$ cat src/rtl/coeff_token_enc.sv
`default_nettype none
// ============================================================================
//  Module      : coeff_token_enc
//  Description : CAVLC coeff_token encoder for H.264 4x4 blocks.
//                Stage 1 derives nC from the neighbour TotalCoeff values and
//                picks the VLC table. Stage 2 looks up the codeword. Both
//                stages sit in a valid/ready pipeline with full throughput.
//                A running count of emitted bits supports rate control.
//  Ports       : clk, rst             - clock, synchronous active-high reset
//                in_valid_i/in_ready_o - request handshake
//                total_coeff_i, trailing_ones_i, nA_i, nB_i, avail_a_i,
//                avail_b_i, chroma_dc_i - per-block request fields
//                out_valid_o/out_ready_i - result handshake
//                code_o, len_o, err_o  - codeword (right-aligned), length,
//                                        illegal-input flag
//                bitcnt_clr_i, bitcnt_o - emitted-bit accumulator
//  Revision    : 1.0 - initial release
// ============================================================================
module coeff_token_enc #(
    parameter int CODE_W       = 16,
    parameter int LEN_W        = 5,
    parameter int CHROMA_DC_EN = 1,
    parameter int BITCNT_W     = 24
) (
    input  logic                clk,
    input  logic                rst,
    input  logic                in_valid_i,
    output logic                in_ready_o,
    input  logic [4:0]          total_coeff_i,
    input  logic [1:0]          trailing_ones_i,
    input  logic [4:0]          nA_i,
    input  logic [4:0]          nB_i,
    input  logic                avail_a_i,
    input  logic                avail_b_i,
    input  logic                chroma_dc_i,
    output logic                out_valid_o,
    input  logic                out_ready_i,
    output logic [CODE_W-1:0]   code_o,
    output logic [LEN_W-1:0]    len_o,
    output logic                err_o,
    input  logic                bitcnt_clr_i,
    output logic [BITCNT_W-1:0] bitcnt_o
);

    // Table select encoding
    localparam logic [2:0] C_SEL_T0  = 3'd0;  // 0 <= nC < 2
    localparam logic [2:0] C_SEL_T1  = 3'd1;  // 2 <= nC < 4
    localparam logic [2:0] C_SEL_T2  = 3'd2;  // 4 <= nC < 8
    localparam logic [2:0] C_SEL_FLC = 3'd3;  // nC >= 8, 6-bit fixed length
    localparam logic [2:0] C_SEL_CD  = 3'd4;  // chroma DC, nC = -1

    // VLC tables. One nibble per (TotalCoeff, TrailingOnes) entry, entry
    // index TC*4+T1, entry 0 in the most significant nibble; groups of four
    // nibbles are one TotalCoeff row (T1 = 0..3 left to right).
    // *_LEN holds (length - 1), *_VAL holds the codeword value. Every VLC
    // codeword value fits in 4 bits; entries with T1 > TC are unused.
    localparam logic [271:0] C_T0_LEN = 272'h0000_5100_7520_8764_9875_a986_ca97_cca8_ccc9_ddca_dddc_eedd_eeed_feee_fffe_ffff_ffff;
    localparam logic [271:0] C_T0_VAL = 272'h1000_5100_7410_7653_7653_7654_f654_be54_8ad4_fe94_badc_fe9c_bad8_f19c_bed8_7a9c_4658;
    localparam logic [271:0] C_T1_LEN = 272'h1000_5100_5420_6553_7553_7664_8775_a885_aaa6_baa8_bbba_bbba_cccb_cccc_cdcc_dddc_dddd;
    localparam logic [271:0] C_T1_VAL = 272'h3000_b200_7730_7a95_7654_4656_7658_f654_bed4_fa94_bedc_8a98_fedc_ba9c_7b68_98a1_7654;
    localparam logic [271:0] C_T2_LEN = 272'h3000_5300_5430_5443_6443_6443_6553_6553_7664_7765_8776_8877_8887_9888_9999_9999_9999;
    localparam logic [271:0] C_T2_VAL = 272'hf000_fe00_bfd0_8cec_fabb_b89a_9ed9_8a98_fedd_beac_fadc_be9c_8ad8_d79c_9cba_5876_1432;
    // Chroma DC only has TC = 0..4; padded to the common width so the same
    // index arithmetic serves every table.
    localparam logic [271:0] C_CD_LEN = {80'h1000_5000_5520_5665_5776, 192'h0};
    localparam logic [271:0] C_CD_VAL = {80'h1000_7100_4610_3325_2320, 192'h0};

    // ------------------------------------------------------------------
    // Handshake
    // ------------------------------------------------------------------
    logic              r_s1_valid;
    logic [4:0]        r_s1_tc;
    logic [1:0]        r_s1_t1;
    logic [2:0]        r_s1_sel;

    logic              r_out_valid;
    logic [CODE_W-1:0] r_code;
    logic [LEN_W-1:0]  r_len;
    logic              r_err;
    logic [BITCNT_W-1:0] r_bitcnt;

    logic w_advance;
    logic w_in_ready;
    logic w_accept;

    assign w_advance  = !r_out_valid || out_ready_i;
    assign w_in_ready = !r_s1_valid || w_advance;
    assign w_accept   = in_valid_i && w_in_ready;

    // ------------------------------------------------------------------
    // Stage 1: nC and table select
    // ------------------------------------------------------------------
    logic       w_chroma;
    logic [5:0] w_nc_both;
    logic [5:0] w_nc;
    logic [2:0] w_sel;

    assign w_chroma  = (CHROMA_DC_EN != 0) && chroma_dc_i;
    // Six bits keep nA+nB+1 (up to 63) from overflowing before the halving.
    assign w_nc_both = ({1'b0, nA_i} + {1'b0, nB_i} + 6'd1) >> 1;

    always_comb begin
        w_nc = 6'd0;
        if (avail_a_i && avail_b_i) begin
            w_nc = w_nc_both;
        end else if (avail_a_i) begin
            w_nc = {1'b0, nA_i};
        end else if (avail_b_i) begin
            w_nc = {1'b0, nB_i};
        end
    end

    always_comb begin
        w_sel = C_SEL_FLC;
        if (w_chroma) begin
            w_sel = C_SEL_CD;
        end else if (w_nc < 6'd2) begin
            w_sel = C_SEL_T0;
        end else if (w_nc < 6'd4) begin
            w_sel = C_SEL_T1;
        end else if (w_nc < 6'd8) begin
            w_sel = C_SEL_T2;
        end
    end

    always_ff @(posedge clk) begin
        if (rst) begin
            r_s1_valid <= 1'b0;
            r_s1_tc    <= 5'd0;
            r_s1_t1    <= 2'd0;
            r_s1_sel   <= C_SEL_T0;
        end else if (w_accept) begin
            r_s1_valid <= 1'b1;
            r_s1_tc    <= total_coeff_i;
            r_s1_t1    <= trailing_ones_i;
            r_s1_sel   <= w_sel;
        end else if (w_advance) begin
            r_s1_valid <= 1'b0;
        end
    end

    // ------------------------------------------------------------------
    // Stage 2: legality check and table lookup
    // ------------------------------------------------------------------
    logic       w_tc_gt16;
    logic       w_err;
    logic [6:0] w_idx;
    logic [8:0] w_sh;
    logic [3:0] w_nib_len;
    logic [3:0] w_nib_val;
    logic [3:0] w_tcm1;
    logic [5:0] w_flc_val;
    logic [4:0] w_len5;
    logic [5:0] w_val6;

    assign w_tc_gt16 = r_s1_tc > 5'd16;
    assign w_err     = ({3'b000, r_s1_t1} > r_s1_tc) || w_tc_gt16 ||
                       ((r_s1_sel == C_SEL_CD) && (r_s1_tc > 5'd4));

    // Out-of-range TC is forced to entry 0 so the select stays in bounds;
    // the result is discarded by the error path anyway.
    assign w_idx = w_tc_gt16 ? 7'd0 : {r_s1_tc, r_s1_t1};
    assign w_sh  = 9'd268 - {w_idx, 2'b00};

    always_comb begin
        w_nib_len = 4'd0;
        w_nib_val = 4'd0;
        case (r_s1_sel)
            C_SEL_T0: begin
                w_nib_len = C_T0_LEN[w_sh +: 4];
                w_nib_val = C_T0_VAL[w_sh +: 4];
            end
            C_SEL_T1: begin
                w_nib_len = C_T1_LEN[w_sh +: 4];
                w_nib_val = C_T1_VAL[w_sh +: 4];
            end
            C_SEL_T2: begin
                w_nib_len = C_T2_LEN[w_sh +: 4];
                w_nib_val = C_T2_VAL[w_sh +: 4];
            end
            C_SEL_CD: begin
                w_nib_len = C_CD_LEN[w_sh +: 4];
                w_nib_val = C_CD_VAL[w_sh +: 4];
            end
            default: ;
        endcase
    end

    // FLC: TC=0 has its own codeword, otherwise {TC-1, T1}. TC=16 wraps
    // cleanly to 4'hF in the 4-bit subtraction.
    assign w_tcm1    = r_s1_tc[3:0] - 4'd1;
    assign w_flc_val = (r_s1_tc == 5'd0) ? 6'b000011 : {w_tcm1, r_s1_t1};

    always_comb begin
        w_len5 = 5'd0;
        w_val6 = 6'd0;
        if (!w_err) begin
            if (r_s1_sel == C_SEL_FLC) begin
                w_len5 = 5'd6;
                w_val6 = w_flc_val;
            end else begin
                w_len5 = {1'b0, w_nib_len} + 5'd1;
                w_val6 = {2'b00, w_nib_val};
            end
        end
    end

    always_ff @(posedge clk) begin
        if (rst) begin
            r_out_valid <= 1'b0;
            r_code      <= '0;
            r_len       <= '0;
            r_err       <= 1'b0;
        end else if (w_advance) begin
            r_out_valid <= r_s1_valid;
            if (r_s1_valid) begin
                r_code <= CODE_W'(w_val6);
                r_len  <= LEN_W'(w_len5);
                r_err  <= w_err;
            end
        end
    end

    // ------------------------------------------------------------------
    // Emitted-bit accumulator; clear wins over a coincident handshake.
    // ------------------------------------------------------------------
    always_ff @(posedge clk) begin
        if (rst || bitcnt_clr_i) begin
            r_bitcnt <= '0;
        end else if (r_out_valid && out_ready_i) begin
            r_bitcnt <= r_bitcnt + BITCNT_W'(r_len);
        end
    end

    assign in_ready_o  = w_in_ready;
    assign out_valid_o = r_out_valid;
    assign code_o      = r_code;
    assign len_o       = r_len;
    assign err_o       = r_err;
    assign bitcnt_o    = r_bitcnt;

endmodule
`default_nettype wire
$ cat config.mk
export PLATFORM = sky130hd
export DESIGN_NAME = coeff_token_enc
export DESIGN_NICKNAME = d
export VERILOG_FILES = /design/src/rtl/coeff_token_enc.sv
export SDC_FILE = /design/constraint.sdc
export NUM_CORES = 1
export LEC_CHECK = 0
export CAP_MARGIN = 20
export CORE_MARGIN = 5
export CORE_UTILIZATION = 52
export DETAILED_ROUTE_END_ITERATION = 10
export PLACE_DENSITY = 0.86
export SLEW_MARGIN = 0
export SYNTH_ARGS = -nofsm -noshare
export SYNTH_HDL_FRONTEND = slang
export SYNTH_SLANG_ARGS = --single-unit
$ cat constraint.sdc
create_clock -name clk -period 3.95 [get_ports clk]
set_clock_uncertainty 0.05 [all_clocks]
set_input_delay 0.79 -clock clk [delete_from_list [all_inputs] [get_ports clk]]
set_output_delay 0.79 -clock clk [all_outputs]
set_load 0.02 [all_outputs]
[Word level (Yosys, flattened, before mapping)]
Index checks and enable logic that the tools add are counted.
Storage, ports and cells
  register bits: 48
  output and inout bits: 48
  input port bits: 25
Cells by class
  eq/ne operators: 4
  reduce and logical (&&, ||, !) cells: 15
  muxes and demuxes: 17
  shift-type cells: 8
  add/subtract/negate cells: 6
  order comparisons: 6
Operators with widths (number)
  indexed part select 272 x 10 -> 4 bit (first input constant): 8
  one-hot mux 4 bit (4 select lines): 2
  adder 24 x 5 -> 24 bit: 1
  2-to-1 mux 6 bit: 4
  2-to-1 mux 5 bit: 4
  subtractor 9 bit (first input constant): 1
  2-to-1 mux 7 bit: 1
  adder 5 x 5 -> 6 bit: 1
  adder 6 x 1 -> 6 bit (second input constant): 1
  equality test 3 x 2 -> 1 bit (second input constant): 2
  < comparator 6 x 2 -> 1 bit (second input constant): 1
  < comparator 6 x 3 -> 1 bit (second input constant): 1
  < comparator 6 x 4 -> 1 bit (second input constant): 1
  adder 4 x 1 -> 5 bit (second input constant): 1
  > comparator 2 x 5 -> 1 bit: 1
  > comparator 5 x 3 -> 1 bit (second input constant): 1
  > comparator 5 bit (second input constant): 1
  zero test 5 bit: 1
  logical OR 1 bit: 5
  logical AND 1 bit: 4
  2-to-1 mux 2 bit: 2
  subtractor 4 x 1 -> 4 bit (second input constant): 1
  equality test 3 x 1 -> 1 bit (second input constant): 1
  equality test 3 bit (second input constant): 1
  other kinds (6): 9

[Depth between registers and ports, before layout]
  word-level depth: 8
  mapped depth: 25

[Least setup slack after synthesis]
OpenSTA, ideal clock, no wires.
  kind: reg2reg
  from: register r_s1_tc[0]
  to: register r_len[1], in the netlist len_o[1]
  cell stages (with the launch flop): 23
  data arrival time: 4.148 ns
  data required time: 3.772 ns
  library setup time: 0.128 ns
  setup slack: -0.376 ns
  cell sequence: dfxtp_1 buf_2 inv_2 buf_2 ha_1 or3b_1 buf_6 a21oi_4 inv_4 buf_6 buf_6 ha_1 clkbuf_1 inv_1 clkbuf_1 o221ai_1 a2111oi_2 o31ai_4 ha_1 nor2_1 nor2_1 a21oi_1 nor2_1
Between the ends
  cells in the longest elaborated chain, start to end: 8
RTL lines
  start: declaration: RTL line 72  | logic [4:0] r_s1_tc;
  start signal: assignment: RTL line 134  | r_s1_tc <= total_coeff_i;
  > comparator 5 bit: RTL line 156  | assign w_tc_gt16 = r_s1_tc > 5'd16;
  2-to-1 mux 7 bit: RTL line 162  | assign w_idx = w_tc_gt16 ? 7'd0 : {r_s1_tc, r_s1_t1};
  subtractor 9 bit: RTL line 163  | assign w_sh = 9'd268 - {w_idx, 2'b00};
  indexed part select 272 x 10 -> 4 bit, on equally long branches
  one-hot mux 4 bit (4 select lines): RTL line 168  | case (r_s1_sel)
  adder 4 x 1 -> 5 bit: RTL line 202  | w_len5 = {1'b0, w_nib_len} + 5'd1;
  2-to-1 mux 5 bit: RTL line 198  | if (r_s1_sel == C_SEL_FLC) begin
  2-to-1 mux 5 bit *: RTL line 197  | if (!w_err) begin
  end signal: assignment: RTL line 218  | r_len <= LEN_W'(w_len5);
  end: declaration: RTL line 78  | logic [LEN_W-1:0] r_len;
Mark *: on every way between the ends. The rest lies on a longest branch, timed or not.
A chain may end at the register's enable or synchronous reset.

[Worst setup path in the final report]
  from: register r_s1_tc[1]
  to: register r_len[1], in the netlist len_o[1]
The elaborated chain is that of the path after synthesis.

==> flow_metrics.py <==
metrics = {
    "clock_tree": {
        "clk_latency_ns": 0.31,
        "cts.clk_slew.worst_paths_ns": 0.09,
        "h-tree-depth": 2,
        "cts_root_buf": "clkbuf_8",
        "hold_buffers": 0,
        "cts_buffers": 5,
        "postCtsSetupBuffers": 0,
        "clkSinkCount": 48,
        "cts_max_path_buffers": 2,
        "cts_tree": "built",
    },
    "yosys": {
        "yosysTopAreaCellShare": 0.174,
        "synth-seq-area-share": 0.174,
        "synthTopCellsByArea": "dfxtp_1 (17%), a21oi_1 (7.7%), nor2_1 (7.2%)",
        "synthDistinctLibCells": 96,
        "synthFlopType": "dfxtp_1",
        "synth_area_mm2": 0.00553,
        "yosysTopAreaCell": "dfxtp_1",
        "synth.most_common_cell": "nor2_1",
        "synth_warnings": 0,
        "synth_seq_cells": 48,
        "synthCells": 804,
        "synthArstFlopShare": 0,
        "synth_edf_count": 0,
        "synthTopCellsByCount": "nor2_1 (106), a21oi_1 (85), nand2_1 (69), o21ai_0 (54), dfxtp_1 (48)",
        "syn_avg_cell_area_um2": 6.88,
    },
    "final_layout": {
        "synthToLayoutAreaGrowth_pct": 16.0,
        "n_fill_cell": 970,
        "post-route-cell-area_mm2": 0.00641,
        "diodes": 0,
        "drive_above_1_share": 0.115,
        "fin_nets": 886,
    },
    "sta": {
        "period_needed_ns": 3.76,
        "period_share": 0.951,
        "final_max_slew_viol_count": 0,
        "finalSetupViolCount": 0,
        "rsz0062_at_grt": "false",
        "fmax_mhz": 266,
        "slew_headroom": 0.486,
        "worstMarginPinSlew_ns": 0.770,
        "holdWs_ns": 0.419,
        "setup_ws_ns": 0.193,
        "finalHoldViolCount": 0,
    },
    "flow_run": {
        "drv_cap": 0,
    },
    "routing": {
        "ant_nets": 0,
        "vias": 6733,
        "drt_pass1_iterations": 6,
        "routedWlPerCell_um": 21.2,
        "viasPerCell": 6.86,
        "wirelength_um": 20800,
        "drt_iter0_drc": 939,
        "drc": 0,
    },
    "placement": {
        "dp_slack_ns": 0.209,
        "globalplace.congestion": 1.07,
        "hpwlAfterDp_um": 15000,
        "postPlaceCellArea_mm2": 0.00630,
        "portBuffers": 62,
    },
    "global_route": {
        "grt_first_pass_wirelength_um": 33200,
        "grt_remaining_overflow": 0,
        "antenna_found_initial": 0,
        "grt_pass1_vias": 6348,
        "grt_usage": 0.314,
        "grt_max_degree": 34,
    },
    "critical_path": {
        "cp_common_cell": "nor2_1",
        "critical_path.max_stage_delay_ns": 0.45,
        "cp.arrival_ns": 3.91,
        "critPathCaptureType": "flop",
        "cp.required_ns": 4.11,
        "critical_path_buf_inv_count": 1,
        "cp_cell_sequence": "inv_2 -> ha_4 -> or3b_1 -> nand2_2 -> nand2_1 -> ha_4 -> a21oi_2 -> o31ai_1 -> o32a_1 -> nand3_1 -> a21oi_1 -> o311ai_2 -> nor2_1 -> nor2_1 -> ha_1 -> nor2_1 -> nor2_1 -> a21oi_1 -> nor2_1",
        "critPathTopFamily": "simple AND/OR/NAND/NOR gates",
        "path_class": "flop to flop",
        "r2r_slack_ns": 0.19,
        "startpoint_type": "flop",
        "critPathMaxFanout": 15,
        "worst_path_max_delay_cell": "or3b_1",
    },
    "power_and_ir_drop": {
        "ir_worst_vdd_mv": 0.172,
        "seqPwrFrac": 0.313,
        "power_frac_comb": 0.494,
        "clkPwrFrac": 0.192,
        "p_int_w": 0.000939,
        "p_leak_nw": 2.25,
        "power_density_mw_per_mm2": 259,
        "switchingPower_w": 0.000723,
        "swShare": 0.435,
    },
    "die": {
        "chipHeight_um": 113,
        "dieArea_mm2": 0.0128,
        "rows": 37,
        "die_x_um": 113,
        "pin_count": 73,
        "core-area_mm2": 0.0104,
        "start_util": 0.533,
    },
    "status": {
        "status": "complete, no violations",
    },
    "min_path": {
        "hold_path.class": "flop to flop",
    },
}
[logic make-up (layout without fill, tap and decap cells)]
family | after synthesis | count (layout) | share of synthesized area
simple gates | 300 | 300 | 0.263
buf+inv | 104 | 137 | 0.0948
fa+ha+maj | 17 | 17 | 0.0394
other cells | 1 | 10 | 0.000678
xor+xnor | 27 | 27 | 0.0441
mux | 4 | 4 | 0.00769
compound gates | 303 | 303 | 0.377
flops | 48 | 48 | 0.174
[registers in the layout, summed over array words and instances (netlist names)]
| register | flops |
|---|---|
| len_o | 5 |
| code_o | 6 |
| out_valid_o | 1 |
| r_s1_tc | 5 |
| bitcnt_o | 24 |
| r_s1_t1 | 2 |
| err_o | 1 |
| r_s1_sel | 3 |
| r_s1_valid | 1 |
[placed cells by master (no fill, tap or decap), drive strengths merged, types with 8 or more instances in the layout]
cell type	instances
nor2	106
a21oi	90
nand2	71
o21ai	65
clkdlybuf4s50	62
dfxtp	48
buf	47
nand3	35
nor3	22
a211oi	19
inv	19
xor2	16
ha	15
nor2b	13
o211ai	12
o22ai	11
a31oi	11
xnor2	11
a22oi	11
conb	10
o31ai	10
o21a	8
[final timing paths]
check                                from                     end  cells after the start
hold / removal     code_o[3]$_SDFFE_PP0P_  code_o[3]$_SDFFE_PP0P_                      2
setup reg to reg  r_s1_tc[1]$_SDFFE_PP0P_   len_o[1]$_SDFFE_PP0P_                     19
hold reg to reg    code_o[3]$_SDFFE_PP0P_  code_o[3]$_SDFFE_PP0P_                      2
setup / recovery  r_s1_tc[1]$_SDFFE_PP0P_   len_o[1]$_SDFFE_PP0P_                     19
[worst register-to-register path, stage by stage, from the launching register on]
cell and delay [ns]:
dfxtp_1 0.38, inv_2 0.13, ha_4 0.17, or3b_1 0.45, nand2_2 0.11, nand2_1 0.10
ha_4 0.34, a21oi_2 0.12, o31ai_1 0.07, o32a_1 0.37, nand3_1 0.13, a21oi_1 0.14
o311ai_2 0.35, nor2_1 0.07, nor2_1 0.12, ha_1 0.23, nor2_1 0.10, nor2_1 0.05
a21oi_1 0.12, nor2_1 0.05
[power by group through the flow]
stage,clock [W],sequential (W),combinational (W)
2_1_floorplan,0,0.000530,0.000555
3_3_place_gp,0,0.000532,0.000779
3_5_place_dp,0,0.000532,0.000778
4_1_cts,0.000322,0.000521,0.000782
5_1_grt,0.000340,0.000524,0.000871
6_report,0.000320,0.000521,0.000822
[layout make-up]
cell class,instances,area (um^2),area share
clock buffers,6,82.6,0.0129
clock inverters,2,15.0,0.00234
inverters,20,80.1,0.0125
multi-input cells,661,4130,0.643
flip-flops and latches,48,962,0.150
well taps,136,170,0.0265
repair buffers,109,977,0.152
[repair_timing]
action | in CTS | in global routing
endpoints found under the hold margin | 0 | 0
gates resized for setup | 0 | 3
endpoints found under the setup margin | 0 | 3
[per-stage QoR]
stage	setup TNS (ns)	power, W	cells	util
2_1_floorplan	-0.0473	0.00109	813	-
3_3_place_gp	0	0.00131	974	0.608
3_5_place_dp	0	0.00131	974	0.608
4_1_cts	0	0.00162	982	0.617
5_1_grt	0	0.00174	982	0.619
6_report	0	0.00166	982	0.619
[routing by layer]
metal,global-route usage,vias up,part of all wire
met1,0.416,3023,0.39
met2,0.469,569,0.42
met5,0,-,0
li1,-,3031,-
met4,0.126,0,0.042
met3,0.105,110,0.14
(Power assumes the default switching activity.)
